$ cat src/rtl/click_decoder.sv
// Click-sequence classifier: counts falling edges of click_n that arrive within
// WINDOW_TIME cycles of each other and reports single/double/triple as 1-cycle low pulses.
module click_decoder #(
  parameter int unsigned WINDOW_TIME = 25_000_000
) (
  input  logic clk,
  input  logic rst_n,
  input  logic click_n,
  output logic single_n,
  output logic double_n,
  output logic triple_n,
  output logic busy
);

  localparam logic [31:0] LP_LAST = 32'(WINDOW_TIME - 1);

  typedef enum logic [1:0] {
    IDLE = 2'd0,
    ONE  = 2'd1,
    TWO  = 2'd2
  } state_t;

  state_t      r_state;
  state_t      w_state_next;
  logic [31:0] r_timer;
  logic [31:0] w_timer_next;
  logic        r_click_prev;
  logic        r_single_n;
  logic        r_double_n;
  logic        r_triple_n;
  logic        r_busy;
  logic        w_single_n_next;
  logic        w_double_n_next;
  logic        w_triple_n_next;
  logic        w_click;
  logic        w_timeout;

  // A held-low click_n produces exactly one click: only the high-to-low sample counts.
  assign w_click   = r_click_prev & ~click_n;
  assign w_timeout = (r_timer == LP_LAST);

  always_ff @(posedge clk or negedge rst_n) begin
    if (!rst_n) begin
      r_state      <= IDLE;
      r_timer      <= '0;
      r_click_prev <= 1'b1;
      r_single_n   <= 1'b1;
      r_double_n   <= 1'b1;
      r_triple_n   <= 1'b1;
      r_busy       <= 1'b0;
    end else begin
      r_state      <= w_state_next;
      r_timer      <= w_timer_next;
      r_click_prev <= click_n;
      r_single_n   <= w_single_n_next;
      r_double_n   <= w_double_n_next;
      r_triple_n   <= w_triple_n_next;
      r_busy       <= (w_state_next != IDLE);
    end
  end

  // Clicks take priority over a timeout landing on the same edge.
  always_comb begin
    w_state_next    = r_state;
    w_timer_next    = r_timer;
    w_single_n_next = 1'b1;
    w_double_n_next = 1'b1;
    w_triple_n_next = 1'b1;
    case (r_state)
      IDLE: begin
        w_timer_next = '0;
        if (w_click) begin
          w_state_next = ONE;
        end
      end
      ONE: begin
        if (w_click) begin
          w_state_next = TWO;
          w_timer_next = '0;
        end else if (w_timeout) begin
          w_state_next    = IDLE;
          w_timer_next    = '0;
          w_single_n_next = 1'b0;
        end else begin
          w_timer_next = r_timer + 32'd1;
        end
      end
      TWO: begin
        if (w_click) begin
          w_state_next    = IDLE;
          w_timer_next    = '0;
          w_triple_n_next = 1'b0;
        end else if (w_timeout) begin
          w_state_next    = IDLE;
          w_timer_next    = '0;
          w_double_n_next = 1'b0;
        end else begin
          w_timer_next = r_timer + 32'd1;
        end
      end
      default: begin
        w_state_next = IDLE;
        w_timer_next = '0;
      end
    endcase
  end

  assign single_n = r_single_n;
  assign double_n = r_double_n;
  assign triple_n = r_triple_n;
  assign busy     = r_busy;

endmodule

$ cat config.mk
export PLATFORM = sky130hd
export DESIGN_NAME = click_decoder
export DESIGN_NICKNAME = d
export VERILOG_FILES = /design/src/rtl/click_decoder.sv
export SDC_FILE = /design/constraint.sdc
export NUM_CORES = 1
export LEC_CHECK = 0
export ABC_AREA = 1
export CORE_MARGIN = 4
export CORE_UTILIZATION = 45
export DETAILED_ROUTE_END_ITERATION = 6
export PLACE_DENSITY_LB_ADDON = 0.25
export SLEW_MARGIN = 25
export SYNTH_ARGS = -nofsm -noshare
export SYNTH_HDL_FRONTEND = slang
export SYNTH_SLANG_ARGS = --single-unit
$ cat constraint.sdc
create_clock -name clk -period 2 [get_ports clk]
set_input_delay 0.2 -clock clk [delete_from_list [all_inputs] [get_ports clk]]
set_output_delay 0.2 -clock clk [all_outputs]
set_load 0.01 [all_outputs]
==> qor.csv <==
metric,value,unit
ir_worst_vdd,0.612,mV
port-buffer-count,6,
num_rows,25,
viasPerCell,4.78,
yosysMostFrequentCell,nand2_1,
diodes,0,
finalSetupViolCount,0,
synth_edf_count,0,
drc,0,
status,"complete, no violations",
clk_pin_slew,0.08,ns
die_y,78.9,um
crit_type,flop to flop,
postSynthAreaPerCell,7.52,um2
fp.dieArea,0.00623,mm2
worstMarginPinSlew,0.289,ns
p_comb_share,23.5,%
num-nets-final,325,
clockPowerShare,33.0,%
relSlewSlack,80.7,%
final_cell_count_no_fill,385,
p_sw_share,31.8,%
syn_to_final_growth,11.9,%
boundaryPins,7,
cts_tree,done,
rsz0062_at_grt,no,
placed_cells,376,
worstSetupEndpointType,flop,
placed_cell_area,0.00241,mm2
ys_async_sr_fraction,100,%
drt-initial-drc-count,101,
grt_max_degree,16,
skew,0.00444,ns
syn_nets,309,
final_hold_viol_count,0,
dr.pass1.iters,4,
cts_sinks,39,
routedWlPerCell,12.1,um
gr-total-overflow,0,
yosys-top-cells-area,"dfrtp_1, nand2_1, nor2_1",
synth_top_area_share,38.7,%
synth_ff_type,dfrtp_1,
yosysSeqAreaShare,43.3,%
htree_levels,2,
antenna_found_initial,0,
totalWireLength,4660,um
final_area,0.00253,mm2
synth_common_cells,"nand2_1, nor2_1, dfrtp_1, inv_1, nand3_1",
max_freq,566,MHz
start_util,47.3,%
cap_violations,0,
synth_seq_cells,39,
clk_path_buf_depth,2,
grt_first_pass_wirelength,8530,um
hold_path.class,input port to async pin,
hpwl,3670,um
p_sw,0.638,mW
die_w,78.9,um
powerDensity,792,mW/mm2
cts-root-buf,clkbuf_8,
synth.largest_area_cell,dfrtp_1,
top_layer_used,met4,
critPathLaunchType,flop,
cts_buffers,5,
p_int,1.37,mW
num_vias,1841,
fin_crit_sh,88.4,%
gr-usage-all-layers,17.5,%
routedLengthMet1,2300,um
slew_viol_final,0,
hold_slack,0.315,ns
wl_met2,2140,um
design.core.area,0.00479,mm2
tns,0,ns
clock_latency,0.29,ns
fin_util,52.9,%
yosysWarnings,0,
yosys.cell_types.count,27,
drtAntennaViolNets,0,
final.min_clock_period,1.77,ns
final_layout_size_suffix_gt1_share,13.2,%
cp.required,2.19,ns
gp_congestion,0.896,
crit_path_max_fanout,15,
syn_inst,301,
synth_area,0.00226,mm2
wl_met3,154,um
grt_pass1_vias,1895,
arrival,1.96,ns
p_seq_share,43.4,%
p_leak,1.05,nW
## state kept, by name (all words and copies together) (netlist names)
signal / count
single_n: 1
double_n: 1
busy: 1
triple_n: 1
r_timer: 32
r_state: 2
r_click_prev: 1
## worst paths after layout
kind	start	to	slack (ns)	cells past startpoint
max	r_timer[0]	r_timer[14]	0.23	9
min	rst_n	r_timer[8]	0.31	2
max reg2reg	r_timer[0]	r_timer[14]	0.23	9
min reg2reg	r_timer[0]	r_timer[0]	0.50	1
max in group asynchronous	rst_n	triple_n	1.13	3
min in group clk	click_n	r_click_prev	0.34	1
## cell families after synthesis
kind of cell	after synthesis	share of synthesized area [%]
compound gates	5	1.38
xor+xnor	14	5.41
fa+ha+maj	5	2.76
buf+inv	40	7.29
simple gates	198	39.8
flops	39	43.3
## cell usage in the layout, fill, tap and decap left out
cell type and count:
clkinv_1 1, buf_4 4, nor3b_1 2, clkdlybuf4s50_1 5, inv_1 34, inv_2 3, o21ai_2 1, or2_2 1
nor2_1 69, o21ai_1 1, clkinv_2 1, a21oi_1 2, ha_1 5, bufinv_16 1, nor3_1 9, nor3b_2 2
nor2_2 4, nand2_2 6, dfstp_2 4, xnor2_1 4, nand4_1 5, nor3_2 3, nand3_4 1, clkbuf_8 5
dlygate4sd3_1 1, xor2_1 10, dfrtp_1 35, nand3_1 17, clkinv_4 1, buf_2 1, a211oi_1 1, nand3_2 1
nor2_4 3, nand2_1 75
## metal layers
metal | vias up | global-route usage (%)
li1 | 956 | -
met4 | 0 | 6.19
met5 | - | 0
met3 | 7 | 3.40
met2 | 28 | 28.9
met1 | 850 | 23.0
## timing repair
item / in CTS / in global routing
hold endpoints to repair: 12 / 0
resized for setup: 0 / 0
hold buffers: 1 / 0
buffers inserted: 0 / 0
## area by class of cell
| cell class | count | area (um2) |
|---|---|---|
| Sequential cell | 39 | 981 |
| Clock inverter | 3 | 43.8 |
| Fill cell | 484 | 2250 |
| Multi-Input combinational cell | 222 | 1120 |
| Inverter | 38 | 143 |
| Timing Repair Buffer | 11 | 95.1 |
| Clock buffer | 5 | 68.8 |
| Tap cell | 67 | 83.8 |
## critical path: stages (launching register included)
cell and delay, ns:
dfrtp_1 0.39, ha_1 0.21, nand2_1 0.10, nor2_1 0.18, nand3_1 0.12, nor2_2 0.13
nand2_2 0.09, nand3_4 0.17, buf_4 0.21, nor3b_1 0.06
## stage by stage
step	power [mW]	worst slack, ns
final	2.01	0.233
after global routing	2.14	0.0195
after CTS	2.04	0.220
after detailed placement	1.36	0.258
after global placement	1.34	0.361
after floorplan	1.26	0.564
## power by group through the flow
stage / sequential, mW / clock [mW] / combinational (mW)
final: 0.871 / 0.663 / 0.472
after global routing: 0.875 / 0.718 / 0.546
after CTS: 0.871 / 0.686 / 0.480
after detailed placement: 0.886 / 0 / 0.474
after global placement: 0.884 / 0 / 0.458
after floorplan: 0.887 / 0 / 0.368
Note: power is estimated with default switching activity, not from simulation.
